## config.mk

```make
export PLATFORM = sky130hd
export DESIGN_NAME = rvv_insn_queue
export DESIGN_NICKNAME = d
export VERILOG_FILES = /design/src/rtl/rvv_proc_pkg.sv /design/src/rtl/rvv_sync_fifo.sv /design/src/rtl/rvv_insn_queue.sv
export SDC_FILE = /design/constraint.sdc
export NUM_CORES = 1
export LEC_CHECK = 0
export CAP_MARGIN = 20
export CORE_ASPECT_RATIO = 0.75
export CORE_MARGIN = 2
export CORE_UTILIZATION = 45
export CTS_BUF_LIST = sky130_fd_sc_hd__clkbuf_4
export CTS_CLUSTER_DIAMETER = 50
export DETAILED_ROUTE_END_ITERATION = 16
export GPL_ROUTABILITY_DRIVEN = 0
export MAX_ROUTING_LAYER = met4
export PLACE_DENSITY = 0.65
export RECOVER_POWER = 100
export SETUP_SLACK_MARGIN = 0.4
export SLEW_MARGIN = 10
export SYNTH_ARGS = -nofsm -noshare
export SYNTH_HDL_FRONTEND = slang
export SYNTH_HIERARCHICAL = 1
export SYNTH_SLANG_ARGS = --single-unit
```

## constraint.sdc

```tcl
create_clock -name clk -period 3.85 [get_ports clk]
set_clock_uncertainty 0.2 [all_clocks]
set_input_delay 1.155 -clock clk [delete_from_list [all_inputs] [get_ports clk]]
set_output_delay 1.155 -clock clk [all_outputs]
set_load 0.01 [all_outputs]
```

## src/rtl/rvv_proc_pkg.sv

```systemverilog
// Shared definitions for the RVV processor front end: instruction word type and
// the occupancy-width helper used by every queue in the core.
package rvv_proc_pkg;

  localparam int DEF_INSN_WIDTH = 32;

  typedef logic [DEF_INSN_WIDTH-1:0] insn_t;

  // Occupancy must represent 0..depth inclusive, hence one bit more than the pointer.
  function automatic int cnt_width(input int depth);
    return $clog2(depth) + 1;
  endfunction

endpackage

```

## src/rtl/rvv_sync_fifo.sv

```systemverilog
// Synchronous FIFO storage: entry array, wrapping read/write pointers and an
// occupancy counter that tells full apart from empty. Callers guarantee no
// push while full and no pop while empty.
module rvv_sync_fifo
  import rvv_proc_pkg::*;
#(
  parameter int  WIDTH = DEF_INSN_WIDTH,
  parameter int  DEPTH = 4,
  localparam int CNT_W = cnt_width(DEPTH),
  localparam int PTR_W = $clog2(DEPTH)
) (
  input  logic             clk,
  input  logic             rst_n,
  input  logic             push,
  input  logic             pop,
  input  logic             clear,
  input  logic [WIDTH-1:0] wdata,
  output logic [WIDTH-1:0] rdata,
  output logic [CNT_W-1:0] count,
  output logic             full,
  output logic             empty
);

  logic [WIDTH-1:0] mem [DEPTH];
  logic [PTR_W-1:0] wr_ptr_q, wr_ptr_d;
  logic [PTR_W-1:0] rd_ptr_q, rd_ptr_d;
  logic [CNT_W-1:0] count_q, count_d;

  always_comb begin
    // NOTE: every always_comb output gets a default first so no path can infer a latch.
    wr_ptr_d = wr_ptr_q;
    rd_ptr_d = rd_ptr_q;
    count_d  = count_q;
    if (clear) begin
      wr_ptr_d = '0;
      rd_ptr_d = '0;
      count_d  = '0;
    end else begin
      if (push) wr_ptr_d = wr_ptr_q + PTR_W'(1);
      if (pop)  rd_ptr_d = rd_ptr_q + PTR_W'(1);
      unique case ({push, pop})
        2'b10:   count_d = count_q + CNT_W'(1);
        2'b01:   count_d = count_q - CNT_W'(1);
        default: count_d = count_q;
      endcase
    end
  end

  // NOTE: state uses non-blocking assignments so every flop samples pre-edge values.
  always_ff @(posedge clk or negedge rst_n) begin
    if (!rst_n) begin
      wr_ptr_q <= '0;
      rd_ptr_q <= '0;
      count_q  <= '0;
    end else begin
      wr_ptr_q <= wr_ptr_d;
      rd_ptr_q <= rd_ptr_d;
      count_q  <= count_d;
    end
  end

  // NOTE: the data array is deliberately not reset; count gates every read of it.
  always_ff @(posedge clk) begin
    if (push && !clear) mem[wr_ptr_q] <= wdata;
  end

  assign rdata = mem[rd_ptr_q];
  assign count = count_q;
  assign full  = (count_q == CNT_W'(DEPTH));
  assign empty = (count_q == '0);

endmodule

```

## src/rtl/rvv_insn_queue.sv

```systemverilog
// Instruction queue between the host issue port and the vector core: ready/valid
// gating, flush priority and an optional zero-latency bypass around the FIFO.
module rvv_insn_queue
  import rvv_proc_pkg::*;
#(
  parameter int  INSN_WIDTH = DEF_INSN_WIDTH,
  parameter int  DEPTH      = 4,
  parameter bit  BYPASS     = 1'b0,
  localparam int CNT_W      = cnt_width(DEPTH)
) (
  input  logic                  clk,
  input  logic                  rst_n,
  input  logic [INSN_WIDTH-1:0] insn_in,
  input  logic                  insn_valid,
  output logic                  insn_ready,
  input  logic                  flush,
  output logic [INSN_WIDTH-1:0] insn_out,
  output logic                  insn_valid_out,
  input  logic                  proc_rdy,
  output logic [CNT_W-1:0]      count,
  output logic                  full,
  output logic                  empty
);

  logic                  fifo_push;
  logic                  fifo_pop;
  logic                  fifo_full;
  logic                  fifo_empty;
  logic [INSN_WIDTH-1:0] fifo_rdata;
  logic                  bypass_hit;

  rvv_sync_fifo #(
    .WIDTH (INSN_WIDTH),
    .DEPTH (DEPTH)
  ) u_fifo (
    .clk   (clk),
    .rst_n (rst_n),
    .push  (fifo_push),
    .pop   (fifo_pop),
    .clear (flush),
    .wdata (insn_in),
    .rdata (fifo_rdata),
    .count (count),
    .full  (fifo_full),
    .empty (fifo_empty)
  );

  always_comb begin
    // Bypass only when nothing is queued ahead, so program order is preserved.
    bypass_hit     = BYPASS && fifo_empty && insn_valid && proc_rdy && !flush;
    // Ready depends on full alone: a pop while full never frees a slot this cycle.
    insn_ready     = !fifo_full && !flush;
    insn_valid_out = !flush && (!fifo_empty || bypass_hit);
    insn_out       = (BYPASS && fifo_empty) ? insn_in : fifo_rdata;
    fifo_push      = insn_valid && insn_ready && !bypass_hit;
    fifo_pop       = !fifo_empty && proc_rdy && !flush;
  end

  assign full  = fifo_full;
  assign empty = fifo_empty;

endmodule
```

---- Yosys cells after proc, flatten, opt, wreduce, memory -nomap -nowiden ----
Memory sizes are Yosys's and may differ from the RTL's.
Cells that the tools add are included.
word-level totals
  register bits ........................... 7
  RAM bits ................................ 128
  bits of input ports ..................... 37
  output and inout bits ................... 39
  memories kept ........................... 1
memories
  name        words  width  rd ports  clocked after Yosys merged registers in  write ports  RTL line             source
  u_fifo.mem  4      32     1         0                                        1            rvv_sync_fifo.sv:24  logic [WIDTH-1:0] mem [DEPTH];
cells by class
  add/sub/neg operators ................... 4
  eq/ne operators ......................... 3
  muxes and demuxes ....................... 8
  reductions and logical operators ........ 13
operator list
  kind                   number
  $mux W2                4
  $logic_and A1 B1 Y1    6
  $pmux W3 S2            1
  $add A2 B1 Y2 const B  2
  $reduce_bool A2 Y1     2
  $add A3 B1 Y3 const B  1
  $eq A3 B3 Y1 const B   1
  $logic_not A1 Y1       3
  $logic_not A3 Y1       1
  $mux W3                1
  $reduce_bool A3 Y1     1
  $sub A3 B1 Y3 const B  1
  $eq A2 B1 Y1 const B   1
  $eq A2 B2 Y1 const B   1
  $mux W1                2

---- Longest topological paths before layout ----
  word-level depth ........................ 7
  gate-level depth with buffers ........... 8
  gate-level depth less buffers ........... 7

---- Hierarchy ----
The synthesis kept the hierarchy.
by module, submodules not included
  module          instances  cells each  area each (sq um)  seq. area each (sq um)
  rvv_sync_fifo   1          211         5104.9             4018.9
  rvv_insn_queue  1          4           32.5               0.0

---- Worst setup path before layout ----
Ideal clock, no wire load.
  kind .................................... input -> register
  from .................................... input flush
  to ...................................... memory u_fifo/mem[0][0] (netlist bit), enable pin
  arrival ................................. 2497 ps
  data required time ...................... 3258 ps
  path slack .............................. 761 ps
  cell stages on the path ................. 4
  path buffers ............................ 1
  cell sequence ........................... nor3b_2 -> buf_2 -> nor2b_1 -> and2_1
on the way
  word-level cells in the longest chain between the ends .. 6
ends and longest elaborated chain
  item                             RTL line                                   source
  start, declared                  rvv_insn_queue.sv:16                       input logic flush,
  $logic_not A1 Y1 *               rvv_sync_fifo.sv:64, rvv_insn_queue.sv:52
  $logic_and A1 B1 Y1              rvv_insn_queue.sv:52                       insn_ready = !fifo_full && !flush;
  $logic_and A1 B1 Y1              rvv_insn_queue.sv:55                       fifo_push = insn_valid && insn_ready && !bypass_hit;
  $logic_and A1 B1 Y1 *            rvv_sync_fifo.sv:64                        if (push && !clear) mem[wr_ptr_q] <= wdata;
  $mux W1 *                        rvv_sync_fifo.sv:64
  $mux W1 (implied by the code) *  rvv_sync_fifo.sv:64
  end, declared                    rvv_sync_fifo.sv:24
Mark *: on every way between the ends. The rest lies on a longest branch, timed or not.

---- Worst setup path in the final report ----
  from .................................... input flush
  to ...................................... register u_fifo.count_q[2] (netlist: u_fifo/count[2])
on the way
  word-level cells in the longest chain between the ends .. 6
  elaborated cells between the ends (all ways) .. 9
  those cells by class .................... eq/ne: 2; mux: 2; reduce/logical: 5
ends and longest elaborated chain
  item                                          RTL line              source
  $logic_not A1 Y1 *                            rvv_insn_queue.sv:52
  $logic_and A1 B1 Y1 *                         rvv_insn_queue.sv:52
  $logic_and A1 B1 Y1 *                         rvv_insn_queue.sv:55
  named net fifo_push                           rvv_insn_queue.sv:25  logic fifo_push;
  $eq A2 B1 Y1 or $eq A2 B2 Y1 (tied branches)  rvv_sync_fifo.sv:41   unique case ({push, pop})
  $pmux W3 S2                                   rvv_sync_fifo.sv:41
  $mux W3                                       rvv_sync_fifo.sv:34   if (clear) begin
  end signal, assigned                          rvv_sync_fifo.sv:58   count_q <= count_d;
  end, declared                                 rvv_sync_fifo.sv:27   logic [CNT_W-1:0] count_q, count_d;
Mark *: on every way through the listed nets, which the timed path passes. The rest lies on a longest branch.
A chain may end at the register's enable or synchronous reset.

==> reports/results.ini <==
[critical_path]
max_stage_delay_ns=0.62
crit_fanout=10
cp_cell_sequence=dlygate4sd3_1, clkbuf_1, nor3b_1, nor2b_1, fa_1, and3b_1, o21ai_0, nor3b_1
worst_r2r_startpoint=u_fifo/count[2]$_DFFE_PN0P_
startpoint_type=input port
reg2reg_depth=7
critical_path.startpoint=flush
cp_slowest_cell=nor3b_1
cp.arrival_ns=3.76
reg2reg_to=u_fifo/count[2]$_DFFE_PN0P_
cpMostUsedCell=nor3b_1
reg2reg_slack_ns=1.18
end_kind=flip-flop
crit_required_ns=4.08
worstSetupPathType=input port to flip-flop

[clock_tree]
clockRootBuffer=clkbuf_4
cts_buffer_depth=2
cts.sinks=135
hold_buffers=0
h-tree-depth=4
worstSkewPairLatency_ns=0.51
cts.reportedPaths.clkPinSlew_ns=0.13
cts_tree=built
cts_inserted_buffers=17

[synthesis]
yosysSeqAreaShare_pct=78.2
yosysUniqueCellTypes=23
synth_cells=215
ys.warnings.count=6
synth_area_leaders=edfxtp_1 75%, mux4_2 12%, dfrtp_1 3.4%
synth_top_cell_by_area=edfxtp_1
synth_most_common_cell=edfxtp_1
synthesis.nets=257
synth-main-ff-cell=edfxtp_1
synth_enable_flop_cells=128
ys_ff_latch=135
synth_top_cell_area_share_pct=74.8
syn_area_per_cell_um2=23.9
synth_commonest_cells=128 x edfxtp_1, 28 x mux4_2, 8 x nor2_1, 7 x dfrtp_1
syn-cell-area_mm2=0.00514
synthArstFlopShare_pct=5.19

[hold_path]
min_path_type=flip-flop to flip-flop
min_to=u_fifo/wr_ptr_q[0]$_DFFE_PN0P_
hp-start=u_fifo/wr_ptr_q[0]$_DFFE_PN0P_
holdPathStages=2

[sta]
rsz0062_at_grt=true
hold_viol=0
final.setup.tns_ns=0
tightestPinTransition_ns=0.698
max_freq_mhz=283
fin_crit_ns=3.54
fin_crit_sh_pct=91.9
relSlewSlack_pct=53.4
slew_viol_final=0
setup_viol=0

[drt]
firstDrtPassIters=4
vias_per_cell=5.15
drc_errors=0
ant_nets=0
wl_per_cell_um=19.1
wirelength_mm=9.10
drt_iter0_markers=168
vias=2451

[floorplan]
initial_core_util_pct=46.6
dieWidth_um=127
rows=33
io_pins=76
core-area_mm2=0.0110
dieArea_mm2=0.0123
die_h_um=96.5

[outcome]
run_status=finished clean

[pwr]
leakagePower_nw=2.12
ir_drop_mv=0.257
p_per_area_mw_per_mm2=467

[placed_design]
numPortBuffers=75
dp_hpwl_mm=5.52

[global_route]
grt_pass1_vias=2601
grt_pass1_wl_mm=14.0
antenna_found_initial=0
grt_overflow=0
grt_start_max_net_pins=34
grt_use_total_pct=16.6

[final_layout]
diodes=0
drive_gt1_share_pct=25.6
final_util_pct=57.7
synthToLayoutAreaGrowth_pct=23.8
layout.nets=365

[run]
drv_cap=0

==> cells in the final DEF (no fill, tap or decap), types with 4 or more instances in the layout <==
master	instances
dlygate4sd3_1	37
edfxtp_1	128
clkdlybuf4s50_1	4
clkbuf_2	4
dlygate4sd2_1	10
clkbuf_1	23
and2_2	4
clkbuf_4	18
bufinv_16	4
nor2_1	8
nor3b_1	5
dfrtp_1	5
mux4_1	4
mux4_2	28
buf_4	12
ha_1	4
buf_12	5
==> critical path, delay by kind of cell <==
kind	cells	cell delay [ns]
buffers and inverters	2	0.80
AND/OR/NAND/NOR	4	1.20
AO/OA/AOI/OAI	1	0.19
adder cells (fa/ha/maj)	1	0.41
==> cell type report <==
cell class / count / area, um2
well taps: 140 / 175
inverters: 2 / 7.51
flip-flops and latches: 135 / 4020
multi-input cells: 68 / 1010
clock inverters: 14 / 181
repair buffers: 99 / 831
clock buffers: 18 / 135
fillers: 840 / 4670
==> per-layer routing <==
metal / GRT usage [%] / share of wire, % / vias up
li1: - / - / 1113
met3: 6.11 / 6.5 / 6
met5: - / 0 / -
met4: 4.40 / 0.54 / 0
met2: 24.4 / 47 / 81
met1: 22.3 / 46 / 1251
==> report_power, final <==
| group | total (W) | internal [W] | switching (W) |
|---|---|---|---|
| clock | 0.00101 | 0.000518 | 0.000495 |
| sequential | 0.00165 | 0.00163 | 0.0000146 |
| combinational | 0.000306 | 0.000165 | 0.000141 |
| total | 0.00297 | 0.00232 | 0.000650 |
==> sequential cells by signal, indices dropped and copies added (netlist names) <==
name	count
u_fifo/mem	128
u_fifo/count	3
u_fifo/rd_ptr_q	2
u_fifo/wr_ptr_q	2
==> cell families (layout without fill, tap and decap cells) <==
kind of cell	Yosys count	count (layout)	synth area share [%]
DFF	135	135	78.2
muxes	34	34	14.7
and+or+nand+nor	23	23	2.68
buffers and inverters	12	133	2.07
adders and majority gates	5	5	1.36
xor gates and xnor gates	5	5	0.853
AOI/OAI and AO/OA	1	1	0.0973
==> stage by stage <==
step           cell area, um2  setup WS [ns]  instances  hold slack [ns]  total power, W
3_5_place_dp             6090          0.246        433            0.408         0.00201
3_3_place_gp             6090          0.250        433            0.385         0.00201
5_1_grt                  6360          0.170        476            0.495         0.00309
6_report                 6360          0.313        476            0.432         0.00297
4_1_cts                  6500          0.226        474            0.438         0.00303
2_1_floorplan            5140          0.761        215            0.338         0.00185
==> worst max-delay path by stage <==
stage,endpoint,cells past startpoint
5_1_grt,insn_out[9],5
3_5_place_dp,insn_ready,3
4_1_cts,insn_out[31],3
3_3_place_gp,insn_ready,3
2_1_floorplan,u_fifo/mem[0][0]$_DFFE_PP_,4
6_report,u_fifo/count[2]$_DFFE_PN0P_,8
==> what timing repair did <==
action | 4_1_cts | 5_1_grt
hold endpoints to repair | 0 | 0
setup buffers | 8 | 2
gates resized for setup | 63 | 34
cloned | 1 | 0
setup endpoints to repair | 35 | 26
Power figures use the tool's default switching activity.
